`src/rtl/muldiv_unit.sv`:
```
// Iterative multiply/divide unit with architectural HI/LO registers.
// MULDIV_EARLY_EXIT_EN: multiplies finish once the remaining multiplier bits are zero.
module muldiv_unit #(
  parameter int WIDTH = 32,
  parameter int CNT_W = 6
) (
  input  logic             clock,
  input  logic             reset,
  input  logic [WIDTH-1:0] op_a,
  input  logic [WIDTH-1:0] op_b,
  input  logic [1:0]       op,
  input  logic             start,
  input  logic             mthi,
  input  logic             mtlo,
  output logic             busy,
  output logic             done,
  output logic [WIDTH-1:0] hi,
  output logic [WIDTH-1:0] lo
);

  typedef enum logic [1:0] {
    IDLE,
    CALC,
    FIX
  } state_t;

  state_t             state;
  logic [WIDTH-1:0]   acc;
  logic [WIDTH-1:0]   quo;
  logic [WIDTH-1:0]   dvs;
  logic [WIDTH-1:0]   raw_a;
  logic [CNT_W-1:0]   cnt;
  logic               is_div;
  logic               is_sgn;
  logic               sign_a;
  logic               sign_b;
  logic               div0;

  logic               sgn_req;
  logic [WIDTH-1:0]   a_mag;
  logic [WIDTH-1:0]   b_mag;
  logic [WIDTH:0]     mul_sum;
  logic [WIDTH-1:0]   mul_acc;
  logic [WIDTH-1:0]   mul_quo;
  logic [WIDTH:0]     rem_sh;
  logic [WIDTH:0]     trial;
  logic [WIDTH-1:0]   nxt_acc;
  logic [WIDTH-1:0]   nxt_quo;
  logic               to_fix;
  logic               last;
  logic [2*WIDTH-1:0] prod;
  logic [2*WIDTH-1:0] prod_fix;
  logic [WIDTH-1:0]   q_fix;
  logic [WIDTH-1:0]   r_fix;
`ifdef MULDIV_EARLY_EXIT_EN
  logic [WIDTH-1:0]   ee_mask;
  logic [CNT_W-1:0]   ee_sh;
  logic [2*WIDTH-1:0] ee_pair;
`endif

  // Operand conversion, one iteration step and final sign fix-up
  always_comb begin
    sgn_req = ~op[0];
    a_mag   = (sgn_req & op_a[WIDTH-1]) ? -op_a : op_a;
    b_mag   = (sgn_req & op_b[WIDTH-1]) ? -op_b : op_b;

    mul_sum = {1'b0, acc} + {1'b0, (quo[0] ? dvs : '0)};
    mul_acc = mul_sum[WIDTH:1];
    mul_quo = {mul_sum[0], quo[WIDTH-1:1]};

    rem_sh  = {acc, quo[WIDTH-1]};
    trial   = rem_sh - {1'b0, dvs};

    last    = (cnt == CNT_W'(WIDTH - 1));
    nxt_acc = mul_acc;
    nxt_quo = mul_quo;
    to_fix  = last;

    if (is_div) begin
      nxt_acc = trial[WIDTH] ? rem_sh[WIDTH-1:0] : trial[WIDTH-1:0];
      nxt_quo = {quo[WIDTH-2:0], ~trial[WIDTH]};
    end
`ifdef MULDIV_EARLY_EXIT_EN
    ee_mask = {WIDTH{1'b1}} >> (cnt + 1'b1);
    ee_sh   = CNT_W'(WIDTH - 1) - cnt;
    ee_pair = {mul_acc, mul_quo} >> ee_sh;
    if (!is_div && ((mul_quo & ee_mask) == '0)) begin
      nxt_acc = ee_pair[2*WIDTH-1:WIDTH];
      nxt_quo = ee_pair[WIDTH-1:0];
      to_fix  = 1'b1;
    end
`endif

    prod     = {acc, quo};
    prod_fix = (is_sgn & (sign_a ^ sign_b)) ? -prod : prod;
    q_fix    = (is_sgn & (sign_a ^ sign_b)) ? -quo : quo;
    r_fix    = (is_sgn & sign_a) ? -acc : acc;
  end

  // Control FSM, datapath and HI/LO registers
  always_ff @(posedge clock) begin
    if (!reset) begin
      state  <= IDLE;
      acc    <= '0;
      quo    <= '0;
      dvs    <= '0;
      raw_a  <= '0;
      cnt    <= '0;
      is_div <= 1'b0;
      is_sgn <= 1'b0;
      sign_a <= 1'b0;
      sign_b <= 1'b0;
      div0   <= 1'b0;
      busy   <= 1'b0;
      done   <= 1'b0;
      hi     <= '0;
      lo     <= '0;
    end else begin
      done <= 1'b0;
      unique case (state)
        IDLE: begin
          if (start) begin
            is_div <= op[1];
            is_sgn <= sgn_req;
            sign_a <= sgn_req & op_a[WIDTH-1];
            sign_b <= sgn_req & op_b[WIDTH-1];
            div0   <= (op_b == '0);
            raw_a  <= op_a;
            acc    <= '0;
            quo    <= op[1] ? a_mag : b_mag;
            dvs    <= op[1] ? b_mag : a_mag;
            cnt    <= '0;
            busy   <= 1'b1;
            state  <= CALC;
          end else begin
            if (mthi) hi <= op_a;
            if (mtlo) lo <= op_a;
          end
        end
        CALC: begin
          acc <= nxt_acc;
          quo <= nxt_quo;
          cnt <= cnt + 1'b1;
          if (to_fix) state <= FIX;
        end
        FIX: begin
          if (!is_div) begin
            hi <= prod_fix[2*WIDTH-1:WIDTH];
            lo <= prod_fix[WIDTH-1:0];
          end else if (div0) begin
            hi <= raw_a;
            lo <= '1;
          end else begin
            hi <= r_fix;
            lo <= q_fix;
          end
          done  <= 1'b1;
          busy  <= 1'b0;
          state <= IDLE;
        end
        default: state <= IDLE;
      endcase
    end
  end

endmodule

```
`config.mk`:
```
export PLATFORM = sky130hd
export DESIGN_NAME = muldiv_unit
export DESIGN_NICKNAME = d
export VERILOG_FILES = /design/src/rtl/muldiv_unit.sv
export SDC_FILE = /design/constraint.sdc
export NUM_CORES = 1
export LEC_CHECK = 0
export ABC_AREA = 0
export CORE_MARGIN = 4
export CORE_UTILIZATION = 40
export DETAILED_ROUTE_END_ITERATION = 10
export GPL_TIMING_DRIVEN = 0
export SLEW_MARGIN = 0
export SYNTH_ARGS = -nofsm -noshare
export SYNTH_HDL_FRONTEND = slang
export SYNTH_SLANG_ARGS = --single-unit
export TNS_END_PERCENT = 30
```
`constraint.sdc`:
```
create_clock -name clock -period 6.1 [get_ports clock]
set_input_delay 1.22 -clock clock [delete_from_list [all_inputs] [get_ports clock]]
set_output_delay 1.22 -clock clock [all_outputs]
set_load 0.03 [all_outputs]
```
Word level (Yosys, flattened, before mapping)
Cells that the tools add are included.
{ "op_classes": {"addsub": 8, "n_eq_ne": 8, "mux": 33, "bitwise": 7, "reduce_logical": 10} }
{ "op_table": {"columns": ["cell", "count"], "rows": [
  ["32-bit 2-to-1 mux", 20],
  ["32-bit case mux with 2 select lines", 4],
  ["32-bit negation", 4],
  ["64-bit 2-to-1 mux", 1],
  ["64-bit negation", 1],
  ["32-bit by 32-bit adder with 33-bit output", 1],
  ["33-bit by 32-bit subtractor with 33-bit output", 1],
  ["32-bit zero test", 1],
  ["6-bit case mux with 2 select lines", 1],
  ["2-bit != test (second input constant)", 5],
  ["2-bit AND reduction", 4],
  ["6-bit by 1-bit adder with 6-bit output (second input constant)", 1],
  ["6-bit by 5-bit == test with 1-bit output (second input constant)", 1],
  ["6-bit 2-to-1 mux", 1],
  ["3-bit AND reduction", 2],
  ["1-bit bitwise AND", 4],
  ["2-bit 2-to-1 mux", 2],
  ["2-bit case mux with 2 select lines", 1],
  ["2-bit nonzero test", 2],
  ["2-bit by 1-bit == test with 1-bit output (second input constant)", 1],
  ["2-bit == test (second input constant)", 1],
  ["2-bit zero test", 1],
  ["1-bit 2-to-1 mux", 2],
  ["1-bit NOT", 2],
  ["2 further kinds", 2]
]} }
{ "totals": {"regBits": 207, "elab_cells": 81} }

Longest topological paths before layout
{ "logic_depth": {"ltp_word": 6, "depth_mapped": 15} }

Worst setup path before layout
Ideal clock, no wire load.
{ "synth_timing": {"path_type": "input-to-reg", "from": "input port op_a[2]", "to": "register dvs[30]", "setup_ns": 0.126, "arrival_time_ns": 3.340, "path_slack_ns": 2.634, "path_stages": 11, "path_buffers": 1, "cell_sequence": "clkbuf_1 -> or3_1 -> nor4_1 -> nand2_1 -> nor4_2 -> nand2_1 -> o21ai_0 -> xor2_1 -> nor2_1 -> a21oi_1 -> o21ai_0"} }
{ "synth_via": {"elab_chain_len": 3} }
{ "synth_lines": {"columns": ["element", "line_no", "text"], "rows": [
  ["from (decl)", "9", "input logic [WIDTH-1:0] op_a,"],
  ["32-bit negation", "64", "a_mag = (sgn_req & op_a[WIDTH-1]) ? -op_a : op_a;"],
  ["32-bit 2-to-1 mux", "64", null],
  ["32-bit 2-to-1 mux", "131", "dvs <= op[1] ? b_mag : a_mag;"],
  ["to (signal assigned)", "131", null],
  ["to (decl)", "30", "logic [WIDTH-1:0] dvs;"]
]} }
No other way between the ends.
A chain may end at the register's enable or synchronous reset.

Final worst setup path
{ "layout_timing": {"from": "register quo[0]", "to": "register hi[0]"} }
{ "layout_via": {"elab_chain_len": 4} }
{ "layout_lines": {"columns": ["element", "line_no", "text"], "rows": [
  ["from (decl)", "29", "logic [WIDTH-1:0] quo;"],
  ["from (signal assigned)", "130", "quo <= op[1] ? a_mag : b_mag;"],
  ["from (signal assigned)", "142", "quo <= nxt_quo;"],
  ["64-bit negation", "95", "prod_fix = (is_sgn & (sign_a ^ sign_b)) ? -prod : prod;"],
  ["64-bit 2-to-1 mux", "95", null],
  ["32-bit 2-to-1 mux", "147", "if (!is_div) begin"],
  ["32-bit case mux with 2 select lines", "120", "unique case (state)"],
  ["to (signal assigned)", "148", "hi <= prod_fix[2*WIDTH-1:WIDTH];"],
  ["to (signal assigned)", "151", "hi <= raw_a;"],
  ["to (signal assigned)", "154", "hi <= r_fix;"],
  ["to (decl)", "17", "output logic [WIDTH-1:0] hi,"]
]} }
No other way between the ends.

==> summary.md <==
| Metric | Value |
|---|---|
| Static leakage | 7.658 nW |
| Clock latency on the worst-skew pair | 0.57 ns |
| Post-layout util | 47.72% |
| Share of cells above drive strength 1 | 4.962% |
| Max Cap Violations | 0 |
| Vias in the first global route | 18,377 |
| Worst slack at placement | 1.376 ns |
| H-tree Lvls | 1 |
| CP arrival | 5.14 ns |
| GRT Residual Overflow | 0 |
| RSZ-0062 raised after global routing | false |
| Syn. warnings | 0 |
| CTS tree | done |
| IO Pins | 137 |
| Clock slew at reported path FFs | 0.06 ns |
| Final WL | 83,930 um |
| Fmax | 0.2116 GHz |
| Pin count of the biggest net entering global routing | 14 |
| Die Wd | 215.1 um |
| CP Capture Type | register |
| Synth cell types | 88 |
| Cell Pwr Density | 246.5 mW/mm2 |
| Seq/Total Area, Yosys | 24.15% |
| Drt pass-1 iters | 6 |
| Startpoint type of the worst setup path | register |
| Core Rows | 75 |
| Total power | 0.004967 W |
| Gate Count Post-Synth | 2,348 |
| Fraction of registers with async set/reset | 0% |
| Post-CTS resize count | 0 |
| Detail-routed via count per cell | 6.331 |
| Iter 0 DRT Violations | 2,124 |
| Crit path max-delay family | simple AND/OR/NAND/NOR gates |
| Via count | 19,378 |
| Crit path cell chain | inv_1 -> clkbuf_1 -> ha_1 -> nand2b_1 -> or3_4 -> nand2b_1 -> buf_2 -> nor3_2 -> nor3_1 -> a211oi_1 -> a211oi_1 -> a21oi_1 -> a21oi_1 |
| Final min period | 4.726 ns |
| Cts bufs inserted | 27 |
| Yosys top cell area share | 24.15% |
| DRC | 0 |
| Status | finished, final reports clean |
| First-pass GRT wire length | 121,000 um |
| Final Hold Fails | 0 |
| Fin Setup TNS | 0 ns |
| Gr usage total | 34.40% |
| Worst hold path class | reg -> reg |
| Gpl congestion | 1.034 |
| Slew HR | 24.24% |
| Final hold slack | 0.4652 ns |
| Post-CTS Hold Fix Bufs | 0 |
| Layout Nets | 2,643 |
| Core area | 0.04223 mm2 |
| Most numerous cell in the Yosys netlist | nand2_1 |
| Initial cell density of the core | 40.64% |
| Final setup vio count | 0 |
| Initial antenna violation count | 3 |
| CP Buf/Inv Count | 3 |
| Port bufs | 124 |
| Commonest cells in the netlist | nand2_1, a21oi_1, dfxtp_1, nor2_1, o21ai_0 |
| Area Growth Syn to Fin | 17.40% |
| Peak per-stage delay on the critical path | 0.86 ns |
| CP Max Fanout | 10 |
| Die Area | 0.04629 mm2 |
| Post-Syn Nets | 2,490 |
| Die Y-Extent | 215.1 um |
| Crit path required time | 6.52 ns |
| Wire per inst | 27.42 um |
| Clock sinks | 207 |
| Clk root buf | clkbuf_16 |
| Peak VDD IR | 213.1 uV |
| Cell taking the most area after synthesis | dfxtp_1 |
| Post-synth design cell area | 0.01716 mm2 |
| Worst path slowest cell | nor3_2 |
| Max Root-Sink Buffers | 3 |
| Routed Antenna Nets | 0 |
| Most used DFF post-synth | dfxtp_1 |
| Worst-margin pin slew | 1.130 ns |
| Final-report max-slew violation count | 0 |
| Number of enable flip-flop cells after synthesis | 0 |
| DP HPWL | 65,630 um |
| Crit path kind | reg -> reg |
| Period utilization | 77.47% |
| Mean Syn Cell Area | 7.310 um2 |
| Number of synthesized register bits | 207 |
| Final worst slack | 1.374 ns |
| Clock skew | 0.01267 ns |
| Top cells by area, synth | dfxtp_1, nand2_1, a21oi_1, xnor2_1, ha_1 |
| Post-CTS Setup Bufs | 0 |
==> layer usage <==
| layer | track usage [%] | vias to the layer above | share of wire (%) |
|---|---|---|---|
| li1 | - | 8782 | - |
| met1 | 45.87 | 9407 | 42 |
| met2 | 54.47 | 970 | 44 |
| met3 | 6.271 | 219 | 8.5 |
| met4 | 15.12 | 0 | 5.4 |
| met5 | 0 | - | 0 |
==> cell families after synthesis <==
group / after synthesis / share of synthesized area, %
AO/OA/AOI/OAI: 786 / 30.04
AND/OR/NAND/NOR: 771 / 20.84
buffers and inverters: 255 / 5.796
flip-flops: 207 / 24.15
XOR/XNOR: 182 / 9.288
multiplexers: 76 / 4.637
adder cells (fa/ha/maj): 71 / 5.264
==> cells in the final DEF, fill, tap and decap left out, types with 23 or more instances in the layout <==
cell type / synthesis / final
ha_1: 69 / 69
a31oi_1: 29 / 29
nor3_1: 33 / 33
o21ai_0: 161 / 161
dfxtp_1: 207 / 207
o221ai_1: 44 / 44
clkbuf_1: 158 / 158
a21oi_1: 209 / 209
xor2_1: 65 / 65
clkbuf_16: 0 / 27
nor2_1: 192 / 192
a21boi_0: 81 / 81
a21o_1: 33 / 33
nand3_1: 46 / 46
mux2i_1: 51 / 51
clkdlybuf4s50_1: 0 / 124
mux2_2: 24 / 24
nand2_1: 313 / 313
o211ai_1: 50 / 50
xnor2_1: 117 / 117
inv_1: 67 / 67
nor2b_1: 23 / 23
==> area by class of cell <==
type                    count  area [um2]
inverters                  69       259.0
repair buffers            124        1241
fillers                  4408       22080
multi-input cells        1886       12020
clock inverters            17       346.6
flip-flops and latches    207        4144
diodes                      3       7.507
clock buffers              30       716.9
well taps                 539       674.4
plain buffers             186       735.7
==> power by group <==
group          internal, W  switching (W)
sequential         0.00144       0.000100
combinational     0.000512       0.000953
clock              0.00126       0.000700
==> worst min-delay path: cells and delay by family (launching register included) <==
kind,cells,cell delay (ns)
AND/OR/NAND/NOR,1,0.05
AO/OA/AOI/OAI,1,0.06
flip-flops,1,0.31
==> worst paths after layout <==
kind / cells after the start / slack, ns / end / startpoint
min: 2 / 0.47 / lo[27] / lo[27]
max: 13 / 1.37 / hi[0] / quo[0]
max reg2reg: 13 / 1.37 / hi[0] / quo[0]
min reg2reg: 2 / 0.47 / lo[27] / lo[27]
==> per-stage QoR <==
stage | area [um2] | instances
finish | 20150 | 3061
global route | 20140 | 3058
CTS | 20140 | 3058
detailed placement | 19080 | 3011
global placement | 19080 | 3011
floorplan | 17160 | 2348
==> state kept, by name (all words and copies together) (netlist names), 2 cells and up <==
register and flops:
acc 32, dvs 32, hi 32, lo 32, quo 32, raw_a 32, cnt 6, state 2
No activity file was read; power rests on OpenSTA's default activity.
